`src/rtl/mc_controller.sv`:
```
// Multi-cycle MIPS-subset control unit: Moore FSM sequencing fetch, decode and
// per-class execute/writeback states. Branch PCLoad additionally follows zero.
module mc_controller (
   input  logic       clk,
   input  logic       rst,
   input  logic [5:0] opc,
   input  logic [5:0] func,
   input  logic       zero,
   output logic       PCLoad,
   output logic       IorD,
   output logic       MemRead,
   output logic       MemWrite,
   output logic       IRWrite,
   output logic       RegDst,
   output logic       JalSig1,
   output logic       MemToReg,
   output logic       JalSig2,
   output logic       RegWrite,
   output logic       ALUSrcA,
   output logic [1:0] ALUSrcB,
   output logic [2:0] ALUOperation,
   output logic [1:0] PCSrc,
   output logic [3:0] state
);

   typedef enum logic [3:0] {
      S_FETCH  = 4'd0,  S_DECODE = 4'd1,  S_MEMADR = 4'd2,  S_MEMRD = 4'd3,
      S_MEMWB  = 4'd4,  S_MEMWR  = 4'd5,  S_REXEC  = 4'd6,  S_RWB   = 4'd7,
      S_BRANCH = 4'd8,  S_JUMP   = 4'd9,  S_JAL    = 4'd10, S_JR    = 4'd11,
      S_IEXEC  = 4'd12, S_IWB    = 4'd13
   } state_t;

   localparam logic [2:0] ALU_AND = 3'b000;
   localparam logic [2:0] ALU_OR  = 3'b001;
   localparam logic [2:0] ALU_ADD = 3'b010;
   localparam logic [2:0] ALU_SUB = 3'b110;
   localparam logic [2:0] ALU_SLT = 3'b111;

   localparam logic [5:0] OP_RTYPE = 6'b000000;
   localparam logic [5:0] OP_LW    = 6'b100011;
   localparam logic [5:0] OP_SW    = 6'b101011;
   localparam logic [5:0] OP_BEQ   = 6'b000100;
   localparam logic [5:0] OP_BNE   = 6'b000101;
   localparam logic [5:0] OP_J     = 6'b000010;
   localparam logic [5:0] OP_JAL   = 6'b000011;
   localparam logic [5:0] OP_ADDI  = 6'b001000;
   localparam logic [5:0] OP_SLTI  = 6'b001010;

   localparam logic [5:0] FN_JR  = 6'b001000;
   localparam logic [5:0] FN_ADD = 6'b100000;
   localparam logic [5:0] FN_SUB = 6'b100010;
   localparam logic [5:0] FN_AND = 6'b100100;
   localparam logic [5:0] FN_OR  = 6'b100101;
   localparam logic [5:0] FN_SLT = 6'b101010;

   state_t r_state;

   logic w_func_alu;
   logic w_is_rtype;
   logic w_is_jr;
   logic [2:0] w_rtype_op;

   assign w_func_alu = (func == FN_ADD) || (func == FN_SUB) || (func == FN_AND) ||
                       (func == FN_OR)  || (func == FN_SLT);
   assign w_is_rtype = (opc == OP_RTYPE) && w_func_alu;
   assign w_is_jr    = (opc == OP_RTYPE) && (func == FN_JR);

   always_comb begin
      w_rtype_op = ALU_ADD;
      case (func)
         FN_SUB:  w_rtype_op = ALU_SUB;
         FN_AND:  w_rtype_op = ALU_AND;
         FN_OR:   w_rtype_op = ALU_OR;
         FN_SLT:  w_rtype_op = ALU_SLT;
         default: w_rtype_op = ALU_ADD;
      endcase
   end

   // NOTE: state registers use non-blocking assignments so every flop samples
   // pre-edge values; blocking here would create order-dependent simulation.
   always_ff @(posedge clk or negedge rst) begin
      if (!rst) begin
         r_state <= S_FETCH;
      end else begin
         case (r_state)
            S_FETCH:  r_state <= S_DECODE;
            S_DECODE: begin
               if (w_is_jr)                               r_state <= S_JR;
               else if (w_is_rtype)                       r_state <= S_REXEC;
               else if (opc == OP_LW || opc == OP_SW)     r_state <= S_MEMADR;
               else if (opc == OP_BEQ || opc == OP_BNE)   r_state <= S_BRANCH;
               else if (opc == OP_J)                      r_state <= S_JUMP;
               else if (opc == OP_JAL)                    r_state <= S_JAL;
               else if (opc == OP_ADDI || opc == OP_SLTI) r_state <= S_IEXEC;
               else                                       r_state <= S_FETCH;
            end
            S_MEMADR: r_state <= (opc == OP_LW) ? S_MEMRD : S_MEMWR;
            S_MEMRD:  r_state <= S_MEMWB;
            S_REXEC:  r_state <= S_RWB;
            S_IEXEC:  r_state <= S_IWB;
            default:  r_state <= S_FETCH;
         endcase
      end
   end

   assign state = r_state;

   // Outputs decode the registered state; gating with rst keeps every strobe
   // low during reset even though the state code already reads FETCH.
   // NOTE: every output gets a default before the case so no latch is inferred.
   always_comb begin
      PCLoad       = 1'b0;
      IorD         = 1'b0;
      MemRead      = 1'b0;
      MemWrite     = 1'b0;
      IRWrite      = 1'b0;
      RegDst       = 1'b0;
      JalSig1      = 1'b0;
      MemToReg     = 1'b0;
      JalSig2      = 1'b0;
      RegWrite     = 1'b0;
      ALUSrcA      = 1'b0;
      ALUSrcB      = 2'b00;
      ALUOperation = ALU_AND;
      PCSrc        = 2'b00;
      if (rst) begin
         case (r_state)
            S_FETCH: begin
               MemRead      = 1'b1;
               IRWrite      = 1'b1;
               ALUSrcB      = 2'b01;
               ALUOperation = ALU_ADD;
               PCLoad       = 1'b1;
            end
            S_DECODE: begin
               ALUSrcB      = 2'b11;
               ALUOperation = ALU_ADD;
            end
            S_MEMADR: begin
               ALUSrcA      = 1'b1;
               ALUSrcB      = 2'b10;
               ALUOperation = ALU_ADD;
            end
            S_MEMRD: begin
               IorD    = 1'b1;
               MemRead = 1'b1;
            end
            S_MEMWB:  RegWrite = 1'b1;
            S_MEMWR: begin
               IorD     = 1'b1;
               MemWrite = 1'b1;
            end
            S_REXEC: begin
               ALUSrcA      = 1'b1;
               ALUOperation = w_rtype_op;
            end
            S_RWB: begin
               RegDst   = 1'b1;
               MemToReg = 1'b1;
               RegWrite = 1'b1;
            end
            S_BRANCH: begin
               ALUSrcA      = 1'b1;
               ALUOperation = ALU_SUB;
               PCSrc        = 2'b10;
               PCLoad       = (opc == OP_BEQ) ? zero : ~zero;
            end
            S_JUMP: begin
               PCSrc  = 2'b01;
               PCLoad = 1'b1;
            end
            S_JAL: begin
               JalSig1  = 1'b1;
               JalSig2  = 1'b1;
               RegWrite = 1'b1;
               PCSrc    = 2'b01;
               PCLoad   = 1'b1;
            end
            S_JR: begin
               PCSrc  = 2'b11;
               PCLoad = 1'b1;
            end
            S_IEXEC: begin
               ALUSrcA      = 1'b1;
               ALUSrcB      = 2'b10;
               ALUOperation = (opc == OP_ADDI) ? ALU_ADD : ALU_SLT;
            end
            S_IWB: begin
               MemToReg = 1'b1;
               RegWrite = 1'b1;
            end
            default: ;
         endcase
      end
   end

endmodule

```
`config.mk`:
```
export PLATFORM = sky130hd
export DESIGN_NAME = mc_controller
export DESIGN_NICKNAME = d
export VERILOG_FILES = /design/src/rtl/mc_controller.sv
export SDC_FILE = /design/constraint.sdc
export NUM_CORES = 1
export LEC_CHECK = 0
export BUFFER_PORTS_ARGS = -buffer_cell sky130_fd_sc_hd__buf_2
export CORE_MARGIN = 4
export CORE_UTILIZATION = 48
export DETAILED_ROUTE_END_ITERATION = 6
export GPL_ROUTABILITY_DRIVEN = 0
export PLACE_DENSITY = 0.84
export SYNTH_ARGS = -nofsm -noshare
export SYNTH_HDL_FRONTEND = slang
export SYNTH_SLANG_ARGS = --single-unit
export TNS_END_PERCENT = 100
```
`constraint.sdc`:
```
create_clock -name clk -period 2.1 [get_ports clk]
set_input_delay 0.315 -clock clk [delete_from_list [all_inputs] [get_ports clk]]
set_output_delay 0.315 -clock clk [all_outputs]
set_load 0.05 [all_outputs]
```
* Word-level counts from Yosys, hierarchy flattened *
Cells that the tools add are included.

word-level totals
  latch bits = 0
  memory bits (writable) = 0
  input bits = 15
  memories kept = 0
  logic and storage cells = 87
  output and inout port bits = 22
  register bits after elaboration = 4
  bits in read-only memories = 0

operators by class
  shift-type cells = 0
  bitwise operators = 1
  reductions and logical operators = 20
  $mul = 0
  multiplexer cells = 38
  div/mod/pow operators = 0
  equality and inequality tests = 27
  $lt $le $gt $ge = 0
  add/subtract/negate cells = 0

operators by type and width
  operator                                                          count
  6-bit == test (second input constant)                             7
  4-bit two-way mux                                                 7
  4-bit == test (second input constant)                             6
  3-bit one-hot mux with 4 select lines                             2
  4-bit one-hot mux with 6 select lines                             1
  1-bit two-way mux                                                 20
  6-bit by 4-bit == test with 1-bit output (second input constant)  3
  4-bit by 3-bit == test with 1-bit output (second input constant)  4
  6-bit by 2-bit == test with 1-bit output (second input constant)  2
  6-bit by 3-bit == test with 1-bit output (second input constant)  2
  2-bit one-hot mux with 3 select lines                             2
  4-bit OR reduction                                                3
  2-bit OR reduction                                                5
  3-bit two-way mux                                                 3
  4-bit by 2-bit == test with 1-bit output (second input constant)  2
  1-bit logical OR                                                  7
  6-bit zero test                                                   1
  4-bit by 1-bit == test with 1-bit output (second input constant)  1
  4-bit zero test                                                   1
  2-bit two-way mux                                                 2
  3-bit OR reduction                                                1
  1-bit logical AND                                                 2
  1-bit one-hot mux with 2 select lines                             1
  1-bit NOT                                                         1

* Logic depth before layout (Yosys ltp) *
Gate-level depths: netlist (run 1).

  word-level depth = 10
  depth in mapped cells = 5
  depth with buffers taken out = 4

* Worst setup path before layout (run 1) *
No wires, ideal clock.

  path kind = reg2out
  from = reg r_state[3] (netlist: state[3])
  to = out ALUSrcA
  path slack = -468 ps
  buffers on the path = 2
  cell stages (with the launch flop) = 5
  data required time = 1785 ps
  arrival time = 2253 ps
  cell sequence = dfrtp_1 buf_4 buf_6 xnor2_1 nor3b_1

between the ends
  longest elaborated chain between the ends = 4
  elaborated cells between the ends (all ways) = 7
  those cells by class = eq/ne (4); mux (2); reduce/logical (1)

ends and longest elaborated chain
  item                                     RTL line  RTL
  start, declared                          56        state_t r_state;
  start signal, assigned                   97        S_MEMADR: r_state <= (opc == OP_LW) ? S_MEMRD : S_MEMWR;
  4-bit == test (tied with other cells)    127       case (r_state)
  4-bit OR reduction (no source line) (*)  n/a
  1-bit two-way mux (*)                    127
  1-bit two-way mux (*)                    126       if (rst) begin
  end, declared                            19        output logic ALUSrcA,

Mark *: on every way between the ends. The rest lies on a longest branch, timed or not.

* Worst setup path in the final report (run 1) *
  from = reg r_state[0] (netlist: state[0])
  to = out ALUOperation[1]

between the ends
  longest elaborated chain between the ends = 4
  elaborated cells between the ends (all ways) = 9
  those cells by class = eq/ne (5); mux (2); reduce/logical (2)

ends and longest elaborated chain
  item                                                              RTL line  RTL
  4-bit by 2-bit == test with 1-bit output (tied with other cells)  127
  3-bit OR reduction (no source line)                               n/a
  3-bit one-hot mux with 4 select lines (*)                         127
  3-bit two-way mux (*)                                             126
  end, declared                                                     21        output logic [2:0] ALUOperation,

Marked as above.

==> summary.json, run 1 <==
{
  "sta": {
    "tightestPinTransition_ns": 0.365,
    "max_clock_freq_mhz": 485,
    "period_minus_slack_ns": 2.06,
    "hold_viol": 0,
    "rsz0062_at_grt": "yes",
    "relSlewSlack": 0.756,
    "final_number_of_setup_violating_endpoints": 0,
    "holdWs_ns": 0.489,
    "fraction_of_the_cycle_the_final_worst_path_needs": 0.982,
    "finClkSkew_ns": 0.00105,
    "report.final.slew_viol_count": 0,
    "layout_setup_ws_ns": 0.0382
  },
  "critical_path": {
    "cpLargestDelayFamily": "simple AND/OR/NAND/NOR gates",
    "worst-setup-path-type": "reg2out",
    "regToRegStartpoint": "state[1]",
    "critical_path.max_stage_delay_ns": 0.44,
    "crit_path_cell_trace": "nand2b_1 -> nor2_1 -> o21ai_1 -> nor2_2 -> buf_2",
    "worst_ep_required_time_ns": 1.78,
    "worst-path-max-fanout": 7,
    "regToRegSetupSlack_ns": 0.75,
    "setup.worst_path.start_class": "flop",
    "critPathArrivalTime_ns": 1.75,
    "timing.rr.end": "state[2]",
    "cp-startpoint": "state[0]",
    "timing.critical_path.buf_inv": 1,
    "timing.reg2reg.worst_path_depth": 5,
    "crit_slowest_cell": "sky130_fd_sc_hd__dfrtp_1",
    "worstSetupEndpointType": "output pin"
  },
  "clock_network": {
    "cts_tree": "done",
    "clkTransAtPathRegs_ns": 0.04,
    "cts_num_sinks": 4,
    "htree_levels": 1,
    "post-cts-setup-buffers": 0,
    "number_of_buffers_between_clock_root_and_the_deepest_sink": 2,
    "clk-insertion-delay-late_ns": 0.23,
    "cts_inserted_buffers": 3,
    "cts.root.buffer_cell": "sky130_fd_sc_hd__clkbuf_4"
  },
  "yosys": {
    "yosys.area.top_type_share": 0.136,
    "syn_area_per_cell_um2": 7.13,
    "yosys-top-cells-area": "sky130_fd_sc_hd__dfrtp_1 (14%), sky130_fd_sc_hd__nor2_1 (7.2%), sky130_fd_sc_hd__nor3_1 (6.8%)",
    "synth_cell_type_count": 38,
    "synth_cells": 103,
    "ys_ff_latch": 4,
    "synth_top_area_cell": "sky130_fd_sc_hd__dfrtp_1",
    "most_frequent_cells_after_synthesis": "sky130_fd_sc_hd__nor2_1 (14), sky130_fd_sc_hd__nor3_1 (10), sky130_fd_sc_hd__nand2_1 (6)",
    "net_count_synth": 118,
    "synth.most_common_cell": "sky130_fd_sc_hd__nor2_1",
    "synth-warning-count": 0,
    "synth_top_flop_cell": "sky130_fd_sc_hd__dfrtp_1",
    "asyncSetResetFlopFracSynth": 1.00,
    "edff_count_synth": 0,
    "synth.cell_area_um2": 734,
    "seq_area_frac_synth": 0.136
  },
  "job": {
    "number_of_max_cap_violations": 0
  },
  "die": {
    "initial_standard_cell_utilization_of_the_core": 0.538,
    "die_width_um": 47.1,
    "rows": 13,
    "floorplan.die.height_um": 47.1,
    "core-area_mm2": 0.00137,
    "floorplan.io_pins": 37,
    "die-area_mm2": 0.00222
  },
  "finish": {
    "final_core_utilization": 0.742,
    "area_growth_syn_to_layout_pct": 38.0,
    "antenna-diode-count": 0,
    "design_area_mm2": 0.00101,
    "num-fill-cells": 119,
    "layout_nets": 159,
    "largest_reg_flops": 4,
    "layout-drive-gt1-share": 0.441
  },
  "detailed_routing": {
    "ant_nets": 0,
    "firstDrtPassIters": 4,
    "route.detailed.vias_per_inst": 5.87,
    "wl_per_cell_um": 13.7,
    "drt_initial_violations": 16,
    "route.detailed.drc": 0,
    "via_count": 928,
    "detail_route.wirelength_mm": 2.17
  },
  "pwr": {
    "finalPower_uw": 755,
    "power.density_cell_area_mw_per_mm2": 745,
    "standby_leakage_power_uw": 0.000438,
    "vdd_ir_drop_max_v": 0.000552
  },
  "global_route": {
    "grt_antenna_before_repair": 0,
    "gr-usage-all-layers": 0.217,
    "grt_start_max_net_pins": 13,
    "first_global_vias": 879,
    "overflow": 0,
    "grt_first_pass_wirelength_mm": 3.53
  },
  "placed_design": {
    "dpl_worst_slack_ns": 0.183,
    "dpl_cell_area_um2": 963,
    "detailedPlacementHpwl_mm": 1.85,
    "portBuffers": 36
  },
  "status": {
    "run_status": "finished clean"
  },
  "worst_hold_path": {
    "min_from": "opc[5]",
    "hold_class": "in2reg",
    "whs_endpoint": "state[2]",
    "cell_depth_of_the_worst_min_delay_path": 4
  }
}
## kinds of logic after synthesis
kind of cell	after synthesis	synth area share
and+or+nand+nor	60	0.468
AOI/OAI and AO/OA	25	0.240
buffers and inverters	8	0.0835
xor gates and xnor gates	6	0.0715
DFF	4	0.136
## what timing repair did
| item | 4_1_cts | 5_1_grt |
|---|---|---|
| hold buffers | 1 | 0 |
| gates resized for setup | 2 | 3 |
| pin swaps | 0 | 0 |
| endpoints found under the setup margin | 2 | 6 |
| endpoints found under the hold margin | 4 | 0 |
## layout by cell type, fill, tap and decap left out, drive strengths merged, types with 3 or more instances in the layout
| master | count |
|---|---|
| a21oi | 4 |
| a31oi | 3 |
| buf | 40 |
| clkbuf | 5 |
| dfrtp | 4 |
| nand2 | 6 |
| nand2b | 3 |
| nand3 | 4 |
| nor2 | 14 |
| nor2b | 5 |
| nor3 | 10 |
| nor3b | 5 |
| nor4 | 3 |
| o21ai | 7 |
| xnor2 | 5 |
## worst max-delay path by stage
| stage | to | slack (ns) | cells past startpoint |
|---|---|---|---|
| final | ALUOperation[1] | 0.04 | 5 |
| after global routing | ALUOperation[2] | -0.08 | 5 |
| after CTS | ALUOperation[1] | 0.001 | 5 |
| after detailed placement | PCLoad | 0.18 | 6 |
| after global placement | PCLoad | 0.24 | 6 |
| after floorplan | MemWrite | -0.38 | 3 |
## worst register-to-register path, cell delays in order (launching register included)
cell	delay, ns
sky130_fd_sc_hd__dfrtp_2	0.47
sky130_fd_sc_hd__buf_4	0.20
sky130_fd_sc_hd__inv_1	0.15
sky130_fd_sc_hd__nor2_1	0.08
sky130_fd_sc_hd__a211oi_1	0.23
sky130_fd_sc_hd__o31ai_1	0.10
## metal layers
metal / track usage / routed length [um]
met5: 0 / 0
met4: 0.0939 / 0
met3: 0.0613 / 170
met2: 0.390 / 1130
met1: 0.236 / 868
## stage by stage
stage,std cells,TNS (ns)
after floorplan,103,-1.12
after global placement,153,0
after detailed placement,153,0
after CTS,158,0
after global routing,158,-0.179
final,158,0
## power breakdown
group | switching [uW] | leakage (uW) | internal (uW)
sequential | 30.1 | 0.0000500 | 91.7
clock | 32.3 | 0.0000150 | 71.4
combinational | 368 | 0.000373 | 161
## area by class of cell
class                   count  area (um2)  area share
multi-input cells          91         623       0.615
repair buffers             42         235       0.232
flip-flops and latches      4         103       0.101
clock buffers               4        26.3      0.0259
well taps                  15        18.8      0.0185
inverters                   2        7.51     0.00741
No activity file was read; power rests on OpenSTA's default activity.
==> run 2, diff against run 1 <==
--- a/config.mk
+++ b/config.mk
@@ -6,11 +6,13 @@
 export NUM_CORES = 1
 export LEC_CHECK = 0
 export BUFFER_PORTS_ARGS = -buffer_cell sky130_fd_sc_hd__buf_2
+export CELL_PAD_IN_SITES_DETAIL_PLACEMENT = 1
+export CELL_PAD_IN_SITES_GLOBAL_PLACEMENT = 1
 export CORE_MARGIN = 4
-export CORE_UTILIZATION = 48
+export CORE_UTILIZATION = 32
 export DETAILED_ROUTE_END_ITERATION = 6
 export GPL_ROUTABILITY_DRIVEN = 0
-export PLACE_DENSITY = 0.84
+export PLACE_DENSITY_LB_ADDON = 0.1
 export SYNTH_ARGS = -nofsm -noshare
 export SYNTH_HDL_FRONTEND = slang
 export SYNTH_SLANG_ARGS = --single-unit
==> summary.json, run 2 (same netlist as run 1, synthesis figures left out) <==
{
  "critical_path": {
    "critPathArrivalTime_ns": 1.72,
    "regToRegSetupSlack_ns": 0.70,
    "worst_ep_required_time_ns": 1.78,
    "worst-path-max-fanout": 9,
    "timing.reg2reg.worst_path_depth": 5,
    "worst-setup-path-type": "reg2out",
    "worstSetupEndpointType": "output pin",
    "setup.worst_path.start_class": "flop",
    "timing.rr.end": "state[2]",
    "regToRegStartpoint": "state[2]"
  },
  "clock_network": {
    "number_of_buffers_between_clock_root_and_the_deepest_sink": 2,
    "htree_levels": 1,
    "cts.root.buffer_cell": "sky130_fd_sc_hd__clkbuf_4",
    "cts_num_sinks": 4,
    "cts_inserted_buffers": 3,
    "cts_tree": "done",
    "clkTransAtPathRegs_ns": 0.04,
    "post-cts-setup-buffers": 0,
    "clk-insertion-delay-late_ns": 0.25
  },
  "die": {
    "initial_standard_cell_utilization_of_the_core": 0.335,
    "core-area_mm2": 0.00219,
    "floorplan.die.height_um": 55.9,
    "rows": 17,
    "die_width_um": 55.9,
    "die-area_mm2": 0.00313,
    "floorplan.io_pins": 37
  },
  "detailed_routing": {
    "drt_initial_violations": 8,
    "wl_per_cell_um": 14.6,
    "route.detailed.vias_per_inst": 5.36,
    "firstDrtPassIters": 4,
    "detail_route.wirelength_mm": 2.53,
    "via_count": 928,
    "ant_nets": 0,
    "route.detailed.drc": 0
  },
  "finish": {
    "final_core_utilization": 0.486,
    "layout_nets": 161,
    "multiInputGateArea_um2": 631,
    "largest_reg_flops": 4,
    "layout-drive-gt1-share": 0.462,
    "design_area_mm2": 0.00106,
    "mostFrequentLayoutCell": "sky130_fd_sc_hd__buf_2",
    "final-seq-area_um2": 103,
    "most-common-layout-cells": "sky130_fd_sc_hd__buf_2 (28), sky130_fd_sc_hd__nor2_1 (12), sky130_fd_sc_hd__clkbuf_4 (10), sky130_fd_sc_hd__buf_4 (8), sky130_fd_sc_hd__nor3_1 (7)",
    "antenna-diode-count": 0,
    "num-fill-cells": 302,
    "area_growth_syn_to_layout_pct": 45.0
  },
  "sta": {
    "period_minus_slack_ns": 2.03,
    "final.setup.tns_ns": 0,
    "relSlewSlack": 0.724,
    "tightestPinTransition_ns": 0.413,
    "max_clock_freq_mhz": 492,
    "final_number_of_setup_violating_endpoints": 0,
    "finClkSkew_ns": 0.00501,
    "report.final.slew_viol_count": 0,
    "holdWs_ns": 0.505,
    "hold_viol": 0,
    "fraction_of_the_cycle_the_final_worst_path_needs": 0.968
  },
  "global_route": {
    "grt_first_pass_wirelength_mm": 4.20,
    "grt_antenna_before_repair": 0,
    "first_global_vias": 955,
    "gr-usage-all-layers": 0.162,
    "overflow": 0,
    "grt_start_max_net_pins": 11
  },
  "worst_hold_path": {
    "hold_class": "in2reg",
    "min_from": "opc[5]",
    "cell_depth_of_the_worst_min_delay_path": 4,
    "whs_endpoint": "state[2]"
  },
  "placed_design": {
    "detailedPlacementHpwl_mm": 2.08,
    "portBuffers": 36,
    "dpl_cell_area_um2": 995
  },
  "job": {
    "number_of_max_cap_violations": 0
  },
  "pwr": {
    "vdd_ir_drop_max_v": 0.000283,
    "standby_leakage_power_uw": 0.000447,
    "power.density_cell_area_mw_per_mm2": 730
  },
  "status": {
    "run_status": "finished clean"
  }
}
==> run 2: changes by cell type in the layout (fill, tap and decap cells not counted) <==
cell / before / now
sky130_fd_sc_hd__nor2b_1: 5 / 4
sky130_fd_sc_hd__buf_2: 33 / 28
sky130_fd_sc_hd__clkbuf_4: 4 / 10
sky130_fd_sc_hd__nor3_1: 8 / 7
sky130_fd_sc_hd__nor2b_2: 0 / 1
sky130_fd_sc_hd__buf_4: 7 / 8
sky130_fd_sc_hd__nor3_2: 2 / 3
==> run 2: where the power goes <==
group          total, uW  switching, uW  internal (uW)
combinational        534            366            168
sequential           131           37.7           93.5
clock                112           40.3           71.9
total                777            444            333
==> run 2: critical path: stages (launching register included) <==
cell and delay (ns):
sky130_fd_sc_hd__dfrtp_1 0.46, sky130_fd_sc_hd__or3b_1 0.48, sky130_fd_sc_hd__a21oi_1 0.19, sky130_fd_sc_hd__o21a_2 0.13, sky130_fd_sc_hd__clkbuf_4 0.22
==> run 2: routing by layer <==
metal  vias up  track usage  share of wire
li1        465            -              -
met1       438        0.188           0.42
met2        23        0.311           0.53
met3         2       0.0116          0.045
met4         0       0.0508         0.0099
met5         -            0              0
==> run 2: worst max-delay path by stage <==
stage / end / start
after floorplan: MemWrite / state[0]
final: ALUSrcB[1] / state[3]
after global placement: PCLoad / opc[5]
after global routing: PCSrc[1] / rst
after detailed placement: PCLoad / opc[5]
after CTS: ALUSrcB[1] / state[0]
==> run 2: area by class of cell <==
type | count | area share
inverters | 2 | 0.00705
repair buffers | 44 | 0.247
well taps | 28 | 0.0329
clock buffers | 4 | 0.0247
multi-input cells | 91 | 0.592
flip-flops and latches | 4 | 0.0964
==> run 2: what timing repair did <==
action                     CTS  global route
hold buffers                 1             0
gates resized for setup      0            13
setup endpoints to repair    0            11
hold endpoints to repair     4             0
==> run 2: metrics by stage <==
stage                     setup slack, ns  instances  power [uW]
after CTS                         0.00533        173         766
after floorplan                    -0.383        103         516
after global placement              0.234        168         638
final                              0.0668        173         777
after detailed placement            0.178        168         650
after global routing              -0.0260        173         831
